===== config.mk =====
export PLATFORM = sky130hd
export DESIGN_NAME = hold_debouncer
export DESIGN_NICKNAME = d
export VERILOG_FILES = /design/src/rtl/hold_debouncer.sv
export SDC_FILE = /design/constraint.sdc
export NUM_CORES = 1
export LEC_CHECK = 0
export CAP_MARGIN = 5
export CORE_ASPECT_RATIO = 1.4
export CORE_MARGIN = 2
export CORE_UTILIZATION = 55
export CTS_CLUSTER_SIZE = 20
export DETAILED_ROUTE_END_ITERATION = 6
export DONT_BUFFER_PORTS = 1
export MAX_ROUTING_LAYER = met4
export PLACE_DENSITY = 0.81
export SLEW_MARGIN = 10
export SYNTH_ARGS = -nofsm -noshare
export SYNTH_HDL_FRONTEND = slang
export SYNTH_SLANG_ARGS = --single-unit

===== constraint.sdc =====
create_clock -name clck_i -period 1.9 [get_ports clck_i]
set_clock_uncertainty 0.15 [all_clocks]
set_input_delay 0.19 -clock clck_i [delete_from_list [all_inputs] [get_ports clck_i]]
set_output_delay 0.19 -clock clck_i [all_outputs]
set_load 0.05 [all_outputs]

===== src/rtl/hold_debouncer.sv =====
// -----------------------------------------------------------------------------
// hold_debouncer
//
// Conditioning stage between a raw push-button and the 2-bit counter's hold_i.
// The button is asynchronous to clck_i and bounces, so it is first passed
// through a flip-flop synchroniser and then through a four-state debounce FSM.
// The FSM only accepts a new level after the synchronised button has held it
// for DEBOUNCE_CYCLES consecutive cycles. Every output is registered, so the
// counter never sees a metastable or chattering hold.
//
// Optional feature (compile-time macro HOLD_TOGGLE_EN):
//   defined   : hold_o toggles on every accepted press; releases leave it
//               alone (press once to freeze, press again to resume).
//   undefined : hold_o follows the debounced button level.
//   Ports, pulses and latency are the same in both builds.
//
// Parameters
//   DEBOUNCE_CYCLES  consecutive stable cycles needed to accept a change (>=2)
//   SYNC_STAGES      flip-flops in the input synchroniser chain (>=2)
//
// Ports
//   clck_i           in   system clock, all logic on the rising edge
//   rst_i            in   asynchronous active-low reset
//   btn_i            in   raw button, asynchronous, may bounce
//   hold_o           out  debounced / toggled hold level for the counter
//   press_pulse_o    out  one-cycle pulse on an accepted 0->1
//   release_pulse_o  out  one-cycle pulse on an accepted 1->0
//
// Latency (bounce-free): a change first sampled at edge 1 produces its pulse
// after edge SYNC_STAGES + DEBOUNCE_CYCLES + 1.
// -----------------------------------------------------------------------------
module hold_debouncer #(
  parameter int DEBOUNCE_CYCLES = 1_000_000,
  parameter int SYNC_STAGES     = 2
) (
  input  logic clck_i,
  input  logic rst_i,
  input  logic btn_i,
  output logic hold_o,
  output logic press_pulse_o,
  output logic release_pulse_o
);

  // Width of the stability counter; never narrower than one bit.
  localparam int CNT_W = (DEBOUNCE_CYCLES > 2) ? $clog2(DEBOUNCE_CYCLES) : 1;

  // Terminal count: the cycle on which a pending change is accepted.
  localparam logic [CNT_W-1:0] CNT_MAX = CNT_W'(DEBOUNCE_CYCLES - 1);

  // Encoding keeps the debounced level in bit 1 (IDLE_HIGH / WAIT_LOW = 1x).
  typedef enum logic [1:0] {
    IDLE_LOW  = 2'b00,
    WAIT_HIGH = 2'b01,
    IDLE_HIGH = 2'b11,
    WAIT_LOW  = 2'b10
  } state_t;

  // Synchroniser chain; index SYNC_STAGES-1 is the stage the FSM uses.
  logic [SYNC_STAGES-1:0] sync_r;
  logic                   btn_s;

  // FSM state and stability counter.
  state_t                 state_r;
  state_t                 state_s;
  logic [CNT_W-1:0]       cnt_r;
  logic [CNT_W-1:0]       cnt_s;

  // Registered outputs and their next values.
  logic                   press_r;
  logic                   press_s;
  logic                   release_r;
  logic                   release_s;
  logic                   hold_r;
  logic                   hold_s;

  assign btn_s = sync_r[SYNC_STAGES-1];

  // Input synchroniser: shift the raw button through SYNC_STAGES flops.
  always_ff @(posedge clck_i or negedge rst_i) begin
    if (!rst_i) begin
      sync_r <= '0;
    end else begin
      sync_r <= {sync_r[SYNC_STAGES-2:0], btn_i};
    end
  end

  // Debounce FSM state and counter registers.
  always_ff @(posedge clck_i or negedge rst_i) begin
    if (!rst_i) begin
      state_r <= IDLE_LOW;
      cnt_r   <= '0;
    end else begin
      state_r <= state_s;
      cnt_r   <= cnt_s;
    end
  end

  // Next-state, counter and pulse decode. The counter defaults to zero so it
  // is held at 0 in both idle states and restarts whenever a wait is aborted.
  always_comb begin
    state_s   = state_r;
    cnt_s     = '0;
    press_s   = 1'b0;
    release_s = 1'b0;
    case (state_r)
      IDLE_LOW: begin
        if (btn_s) begin
          state_s = WAIT_HIGH;
        end else begin
          state_s = IDLE_LOW;
        end
      end
      WAIT_HIGH: begin
        if (!btn_s) begin
          // Bounce: discard and start over from the low idle state.
          state_s = IDLE_LOW;
        end else if (cnt_r >= CNT_MAX) begin
          // >= rather than == so a corrupted counter accepts instead of wrapping.
          state_s = IDLE_HIGH;
          press_s = 1'b1;
        end else begin
          state_s = WAIT_HIGH;
          cnt_s   = cnt_r + 1'b1;
        end
      end
      IDLE_HIGH: begin
        if (!btn_s) begin
          state_s = WAIT_LOW;
        end else begin
          state_s = IDLE_HIGH;
        end
      end
      WAIT_LOW: begin
        if (btn_s) begin
          state_s = IDLE_HIGH;
        end else if (cnt_r >= CNT_MAX) begin
          state_s   = IDLE_LOW;
          release_s = 1'b1;
        end else begin
          state_s = WAIT_LOW;
          cnt_s   = cnt_r + 1'b1;
        end
      end
      default: begin
        // Unreachable encoding: fall back to the safe, released state.
        state_s = IDLE_LOW;
      end
    endcase
  end

  // Next hold level, changing on the same edge that raises a pulse.
  always_comb begin
    hold_s = hold_r;
`ifdef HOLD_TOGGLE_EN
    if (press_s) begin
      hold_s = ~hold_r;
    end else begin
      hold_s = hold_r;
    end
`else
    // Bit 1 of the encoding is the debounced level.
    if (state_s[1]) begin
      hold_s = 1'b1;
    end else begin
      hold_s = 1'b0;
    end
`endif
  end

  // Output registers; pulses are high for exactly the cycle after acceptance.
  always_ff @(posedge clck_i or negedge rst_i) begin
    if (!rst_i) begin
      press_r   <= 1'b0;
      release_r <= 1'b0;
      hold_r    <= 1'b0;
    end else begin
      press_r   <= press_s;
      release_r <= release_s;
      hold_r    <= hold_s;
    end
  end

  assign hold_o          = hold_r;
  assign press_pulse_o   = press_r;
  assign release_pulse_o = release_r;

endmodule

==> metrics.cfg <==
[status]
run_status = finished, violations left
violations = setup timing

[detailed_routing]
vias = 1107
drt-total-wl_um = 3030
drtIter0Drc = 33
remaining_drc_errors = 0
avgRoutedWirePerCell_um = 16.5
detail-route-antenna-nets = 0
first_pass_iters = 4
viasPerCell = 6.02

[pwr]
leakage_nw = 0.660
p_per_area_nw_per_um2 = 524
vdd_drop_max_mv = 0.504

[place]
place_hpwl_um = 2080
dpl_cell_area_um2 = 1560
port_buffers = 0
place_ws_ns = -0.0299
dp_cells = 175
place_congestion = 0.859

[job]
drv_cap = 0

[worst_setup_path]
reg2reg_slack_ns = -0.007
worstPathArrival_ns = 2.02
required_ns = 2.01
crit_slowest_cell = or4_4
r2r-start = cnt_r[10]$_DFF_PN0_
crit_path_start_kind = register
r2r.worst_path.cells = 5
worstPathMaxFanout = 19
slowest_delay_ns = 0.54
path_cells = or4_4 -> a311oi_4 -> o211ai_4 -> buf_12 -> a21oi_1
cp-end-kind = register
path_class = register to register
r2r-end = cnt_r[16]$_DFF_PN0_

[timing]
fmax_mhz = 524
setup_slack_ns = -0.00728
fin_hold_ws_ns = 0.131
slew_headroom = 0.675
setup_viol = 1
rsz0062_at_grt = yes
period_share = 1.00
worst_pin_slew_ns = 0.486
maxSlewViolCount = 0
final_hold_viol_count = 0
fin_tns_setup_ns = -0.00728
min_period_ns = 1.91

[clocking]
clk_pin_slew_ns = 0.13
htree_levels = 1
clockRootBuffer = clkbuf_4
cts_tree = built
clock_latency_ns = 0.33
numCtsBuffers = 3
clockBufferDepth = 2
cts_num_sinks = 26

[floorplanning]
ios = 6
start_util = 0.575
design.core.area_um2 = 2360
die_h_um = 62.8
rows = 21
dieArea_um2 = 2890
die_x_um = 46.0

[global_route]
grt_overflow_total = 0
grt_max_degree = 27
track_usage = 0.234
antenna_found_initial = 0
grt_pass1_wl_um = 4950
grt_pass1_vias = 1142

[synthesis]
netlist_area_um2 = 1360
synth_top_area_share = 0.478
synth_edf_count = 0
ys.flop_type = dfrtp_1
synth_cells = 131
yosys_warnings = 0
avgSynthCellArea_um2 = 10.4
synth.ff_latch_count = 26
synth_area_leaders = dfrtp_1 (48%), xnor2_1 (7.1%), ha_1 (4.6%)
async_flop_share = 1.00
synth_fp_nets = 139
synth-seq-area-share = 0.478
yosys.area.top_type = dfrtp_1
synth_cell_types = 34

[cells_and_area]
drive_above_1_share = 0.335
antenna_cells = 0
fin_cells = 184
final_area_um2 = 1700
syn_to_final_growth_pct = 25.1
finalNetCount = 170

[hold_path]
min-delay-path-class = input port to async pin

critical path: cells and delay by family, from the launching register on:
family / cells / cell delay [ns]
compound gates: 3 / 0.56
buf+inv: 1 / 0.18
flops: 1 / 0.40
simple gates: 1 / 0.54
how the worst max path moves through the flow:
stage                              startpoint                  end  slack (ns)  cells past startpoint
after global placement     cnt_r[0]$_DFF_PN0_  cnt_r[18]$_DFF_PN0_        0.03                      6
after detailed placement   cnt_r[0]$_DFF_PN0_  cnt_r[18]$_DFF_PN0_       -0.03                      6
final                     cnt_r[10]$_DFF_PN0_  cnt_r[16]$_DFF_PN0_      -0.007                      5
after global routing      cnt_r[10]$_DFF_PN0_   cnt_r[6]$_DFF_PN0_       -0.05                      5
after CTS                 cnt_r[10]$_DFF_PN0_  cnt_r[16]$_DFF_PN0_      -0.005                      5
after floorplan           cnt_r[11]$_DFF_PN0_  cnt_r[11]$_DFF_PN0_       0.002                      5
through the flow:
| step | util | power, mW |
|---|---|---|
| 2_1_floorplan | - | 0.590 |
| 3_3_place_gp | 0.660 | 0.598 |
| 3_5_place_dp | 0.660 | 0.600 |
| 4_1_cts | 0.699 | 0.891 |
| 5_1_grt | 0.720 | 0.943 |
| 6_report | 0.720 | 0.891 |
area by class of cell:
type | count | area, um^2
inverter | 6 | 22.5
tap | 23 | 28.8
fill | 168 | 663
clock buffer | 4 | 36.3
timing repair buffer | 27 | 233
multi-input combinational | 98 | 729
sequential | 26 | 652
report_power, final:
part           internal [mW]  switching (mW)
clock network          0.118           0.163
logic                 0.0198          0.0285
registers              0.558         0.00425
total                  0.695           0.196
logic make-up (layout without fill, tap and decap cells):
| family | count (synthesis) | count (layout) | synth area share |
|---|---|---|---|
| xor+xnor | 13 | 13 | 0.0837 |
| simple gates | 61 | 61 | 0.247 |
| buf+inv | 7 | 37 | 0.0248 |
| fa+ha+maj | 5 | 5 | 0.0460 |
| compound gates | 19 | 19 | 0.121 |
| flops | 26 | 26 | 0.478 |
state kept, by name, summed over array words and instances, names as in the netlist:
name,cells
hold_o,1
release_pulse_o,1
press_pulse_o,1
sync_r,2
cnt_r,20
state_r,1
Yosys cell counts (2+ instances only):
cell	instances
a21oi_1	5
and3_1	2
dfrtp_1	26
ha_1	5
inv_1	6
nand2_1	6
nand2b_1	2
nand3_1	8
nand4_1	3
nor2_1	13
nor2_2	10
nor3_1	4
nor4_1	4
o21a_1	2
o21ai_0	2
or3_1	3
or4_1	2
xnor2_1	11
xor2_1	2
cells in the final DEF (no fill, tap or decap), drive strengths merged:
| cell | n |
|---|---|
| dfrtp | 26 |
| buf | 25 |
| nor2 | 23 |
| xnor2 | 11 |
| nand3 | 9 |
| inv | 6 |
| nand2 | 6 |
| ha | 5 |
| a21oi | 5 |
| nor4 | 4 |
| nor3 | 4 |
| clkbuf | 4 |
| nand4 | 3 |
| or3 | 3 |
| or4 | 3 |
| o21a | 2 |
| o21ai | 2 |
| nand2b | 2 |
| xor2 | 2 |
| dlygate4sd3 | 2 |
| and3 | 2 |
| o211ai | 2 |
| a311oi | 1 |
| and4 | 1 |
| nor4b | 1 |
| o311ai | 1 |
| a21boi | 1 |
| a21o | 1 |
| o31a | 1 |
| o32a | 1 |
| a41oi | 1 |
| o31ai | 1 |
per-layer routing:
layer  GRT usage  vias to the layer above  routed length [um]
met2       0.398                       33                1690
met4       0.104                        0                  70
met3      0.0376                        8                  90
li1            -                      527                   -
met5           -                        -                   0
met1       0.252                      539                1180
repair_timing:
action                     in CTS  in global routing
resized for setup               4                  6
setup endpoints to repair      19                 21
setup buffers                   0                  2
hold endpoints to repair       27                  0
hold buffers                    3                  0
pin swaps                       1                  1
Note: power is estimated with default switching activity, not from simulation.
==> variant 1: new RTL, same flow settings <==
Set the parameter `SYNC_STAGES` to 4 (it was 2). Comments in the files are not updated.
--- a/src/rtl/hold_debouncer.sv
+++ b/src/rtl/hold_debouncer.sv
@@ -31,7 +31,7 @@
 // -----------------------------------------------------------------------------
 module hold_debouncer #(
   parameter int DEBOUNCE_CYCLES = 1_000_000,
-  parameter int SYNC_STAGES     = 2
+  parameter int SYNC_STAGES     = 4
 ) (
   input  logic clck_i,
   input  logic rst_i,
Check against the original RTL: no difference found for any inputs over 10 cycles, from zero or initial values and one cycle with rst_i low; that may be too few to reach the edited logic, so the function may still have changed.
==> variant 1 against the unedited design <==
Critical path type unchanged. Largest power group unchanged. Worst setup slack got worse by 92 ps. Routed wire length rose by 11%. Combinational power increased by 3%. Synthesized cell count up 1.5%. Die area up 3.4%. Largest cell class unchanged. Clock power grew 3%. Sequential share of layout area grew 0.46 points. Power increased by 6.0%. Design area rose by 6.4%. Synthesized area grew 3.7%. Cell count increased by 8.2%. Sequential cell count rose by 2. The run still ends with negative setup slack left.
==> variant 1: results (changes against the unedited design) <==
- Fraction of layout cells with a size suffix above 1: 35.2% (+1.6 points)
- Gr usage total: 23.6% (+0.22 points)
- DR iter-0 viols: 84 (+150%)
- Top Registers: cnt_r: 20 flops, sync_r: 4 flops
- Number of distinct library cells after synthesis: 34 (unchanged)
- Top post-synthesis cells by count: dfrtp_1 (28), nor2_1 (13), xnor2_1 (11), nor2_2 (10), nand3_1 (8)
- Vias in the first global route: 1108 (-3.0%)
- Port buffer count: 0 (unchanged)
- Max VDD drop: 0.000358 V (-29%)
- Complex-gate fraction of the synthesized area: 11.6% (-0.43 points)
- First-pass GRT wire length: 5020 µm (+1.5%)
- Initial antenna violation count: 0 (unchanged)
- DP Wirelength: 2040 µm (-1.9%)
- Mapped Nets: 141 (+1.4%)
- Least-Margin Pin Slew: 439 ps (-47.1 ps)
- Fillers: 151 (-10%)
- Synth area leaders: dfrtp_1 (50%), xnor2_1 (6.8%), ha_1 (4.4%)
- Register area share after synthesis: 49.7% (+1.9 points)
- Detailed Routing Iterations Pass 1: 4 (unchanged)
- Share of synthesized area spent on multiplexers: 0% (unchanged)
- Crit path DAT: 2110 ps (+90 ps)
- Post-synthesis adder-cell area fraction: 4.44% (-0.16 points)
- Failing checks: negative setup slack
- Setup WS post-layout: -99.6 ps (-92.3 ps)
- Routed Wire Length: 3370 µm (+11%)
- Power Density: 521 nW/µm² (-0.41%)
- Final setup violation count: 22 (+21)
- Core area: 2420 µm² (+2.2%)
- Area after DPL: 1630 µm² (+4.6%)
- Placer Congestion: 0.881 (+2.6%)
- Status: complete, but fails checks
- # diodes: 0 (unchanged)
- Largest net degree at the start of global routing: 29 (+7.4%)
- Synth Area in XOR/XNOR: 8.07% (-0.30 points)
- Via count: 1157 (+4.5%)
- Leak pwr: 0.701 nW (+6.2%)
- Synth Flop Type: dfrtp_1
- Setup_tns: -1450 ps (-1450 ps)
- Final Net Count: 174 (+2.4%)
variant 1: worst paths after layout:
kind	start	cells past startpoint	endpoint	slack [ps]
max	cnt_r[10]	6	cnt_r[18]	-100
min	rst_i	2	press_pulse_o	120
max reg2reg	cnt_r[10]	6	cnt_r[18]	-100
min reg2reg	sync_r[2]	0	sync_r[3]	220
max in group asynchronous	rst_i	2	cnt_r[14]	1310
min in group clck_i	sync_r[2]	0	sync_r[3]	220
variant 1: per-stage QoR:
step,setup WS (ps),instances
detailed placement,-36.6,189
CTS,-63.7,197
finish,-99.6,199
global route,-165,199
floorplan,2.40,133
global placement,40.9,189
variant 1: repair_timing:
item	in CTS	in global routing
hold buffers	3	0
setup buffers	1	2
gates resized for setup	4	10
endpoints found under the hold margin	29	0
setup endpoints to repair	5	23
pin swaps	1	6
variant 1: metal layers:
layer	track usage (%)	wire (µm)
met1	27.0	1330
met2	39.0	1800
met3	2.82	123
met4	11.5	115
met5	-	0
variant 1: worst max-delay path, stage by stage (launching register included):
cell,delay (ps)
dfrtp_1,420
or4_4,550
a311oi_4,250
buf_4,180
o211ai_4,80
buf_12,170
a21oi_1,120
variant 1: power breakdown:
group	internal (mW)	total, mW	leakage, nW	switching, mW
Clock	0.118	0.287	0.0210	0.170
Sequential	0.603	0.607	0.378	0.00463
Combinational	0.0205	0.0497	0.302	0.0292
variant 1: final cells by class:
type	instances	area share [%]
clock buffers	4	2.00
well taps	34	2.35
flip-flops and latches	28	38.8
multi-input cells	98	41.9
repair buffers	29	13.7
inverters	6	1.24
==> variant 2: new RTL, config.mk and constraints unchanged <==
Without the edit above. Reset style: synchronous (`rst_i`), changed in 3 clocked blocks. Comments in the files are not updated.
--- a/src/rtl/hold_debouncer.sv
+++ b/src/rtl/hold_debouncer.sv
@@ -76,7 +76,7 @@
   assign btn_s = sync_r[SYNC_STAGES-1];
 
   // Input synchroniser: shift the raw button through SYNC_STAGES flops.
-  always_ff @(posedge clck_i or negedge rst_i) begin
+  always_ff @(posedge clck_i) begin
     if (!rst_i) begin
       sync_r <= '0;
     end else begin
@@ -85,7 +85,7 @@
   end
 
   // Debounce FSM state and counter registers.
-  always_ff @(posedge clck_i or negedge rst_i) begin
+  always_ff @(posedge clck_i) begin
     if (!rst_i) begin
       state_r <= IDLE_LOW;
       cnt_r   <= '0;
@@ -168,7 +168,7 @@
   end
 
   // Output registers; pulses are high for exactly the cycle after acceptance.
-  always_ff @(posedge clck_i or negedge rst_i) begin
+  always_ff @(posedge clck_i) begin
     if (!rst_i) begin
       press_r   <= 1'b0;
       release_r <= 1'b0;
Check against the original RTL: same outputs for any inputs over 10 cycles, from zero or initial values and one cycle with rst_i low; that may be too few to reach the edited logic, so the function may still have changed.
==> variant 2 against the unedited design <==
Routed wire length increased by 16%. Critical path type unchanged. The flow still finishes with violations (negative setup slack). Sequential cell count did not move. Maximum frequency shrank 4.0%. Largest cell class unchanged. Critical path depth did not move. Synthesized area increased by 2.8%. Sequential share of layout area fell by 9.2 points. Worst setup slack lost 79 ps. Highest routed layer unchanged. Synthesized cell count grew 11%. Worst hold slack lost 44 ps. Design area increased by 6.0%.
Power is not compared: it rests on default switching activity, and its combinational part moved more than twofold at a synthesized area within 25%.
==> variant 2: results (changes against the unedited design) <==
- Post-CTS sizing: 7 (+3)
- Placer Congestion: 0.778 (-9.4%)
- Setup WS post-layout: -86.6 ps (-79.4 ps)
- Met3 usage: 3.15% (-0.61 points)
- Area after DPL: 1610 µm² (+3.3%)
- Final setup violation count: 20 (+19)
- Vias in the first global route: 1301 (+14%)
- Top post-synthesis cells by count: dfxtp_1 (26), a211oi_1 (11), inv_1 (8)
- Post CTS Setup Buffer Count: 0 (unchanged)
- Post-synthesis adder-cell area fraction: 4.48% (-0.12 points)
- Fraction of registers with async set/reset: 0% (-100 points)
- Synth Area in XOR/XNOR: 6.89% (-1.5 points)
- Fraction of area in multi-input gates: 50.0% (+7.1 points)
- Multi-In Gates: 104 (+6.1%)
- Sequential cells: 26 (unchanged)
- Non-clock buffer count: 29 (+7.4%)
- Routed met2 length: 1980 µm (+17%)
- Status: complete, but fails checks
- DP Wirelength: 2360 µm (+14%)
- Share of synthesized area spent on multiplexers: 0.806% (+0.81 points)
- Fraction of layout cells with a size suffix above 1: 38.0% (+4.5 points)
- Gr usage total: 26.0% (+2.6 points)
- Least-Margin Pin Slew: 470 ps (-15.7 ps)
- WL met3: 99 µm (+10%)
- Synth-to-layout area growth: 29.0%
- Final Net Count: 180 (+5.9%)
- Clock-cell share: 2.01% (-0.12 points)
- Seq/total area: 29.1% (-9.2 points)
- DR iter-0 viols: 55 (+67%)
- Routed len/inst: 17.2 µm (+4.4%)
- Non-clock inverter count: 8 (+2)
- Via/cell ratio: 6.32 (+5.0%)
- Post-CTS Hold Buffers: 2 (-1)
- Synth area leaders: dfxtp_1 (37%), a221oi_2 (6.4%), a211oi_1 (5.9%)
- Max FO, Critical Path: 6 (-13)
- Complex-gate fraction of the synthesized area: 23.2% (+11 points)
- Largest stage delay, worst path: 500 ps (-40 ps)
- Met1 Usage GRT: 27.2% (+1.9 points)
- Mapped Nets: 154 (+11%)
- Crit path DAT: 2100 ps (+80 ps)
- Chip Width: 46.6 µm (+1.3%)
- Non-clk buf share: 14.9% (+1.2 points)
- Hold Path Class: in -> reg
- Top Registers: cnt_r: 20 flops, state_r: 2 flops, sync_r: 2 flops
- Post-Route M1 WL: 1310 µm (+11%)
- Largest net degree at the start of global routing: 21 (-22%)
- First-pass GRT wire length: 5570 µm (+13%)
- Failing checks: negative setup slack
-- variant 2: cell types whose count changed after synthesis, moves of 5 or more --
cell,unedited run,this run
nor2_2,10,0
dfxtp_1,0,26
nor2_1,13,4
a211oi_1,0,11
clkbuf_1,0,5
a221oi_2,0,6
dfrtp_1,26,0
-- variant 2: worst paths after layout --
path	startpoint	endpoint	slack [ps]	depth (start not counted)
worst max-delay path	cnt_r[11]	cnt_r[15]	-90	5
worst min-delay path	rst_i	cnt_r[11]	90	3
worst max register to register	cnt_r[11]	cnt_r[15]	-90	5
worst min register to register	sync_r[0]	sync_r[1]	300	1
-- variant 2: metrics by stage --
step	hold WS (ps)	power [mW]	instances	setup slack, ps	TNS, ps
6_report	87.7	0.849	205	-86.6	-837
5_1_grt	95.4	0.872	205	-146	-2130
4_1_cts	82.3	0.852	204	-69.1	-668
3_5_place_dp	165	0.567	198	-156	-579
3_3_place_gp	163	0.566	198	2.01	0
2_1_floorplan	162	0.565	146	-29.5	-177
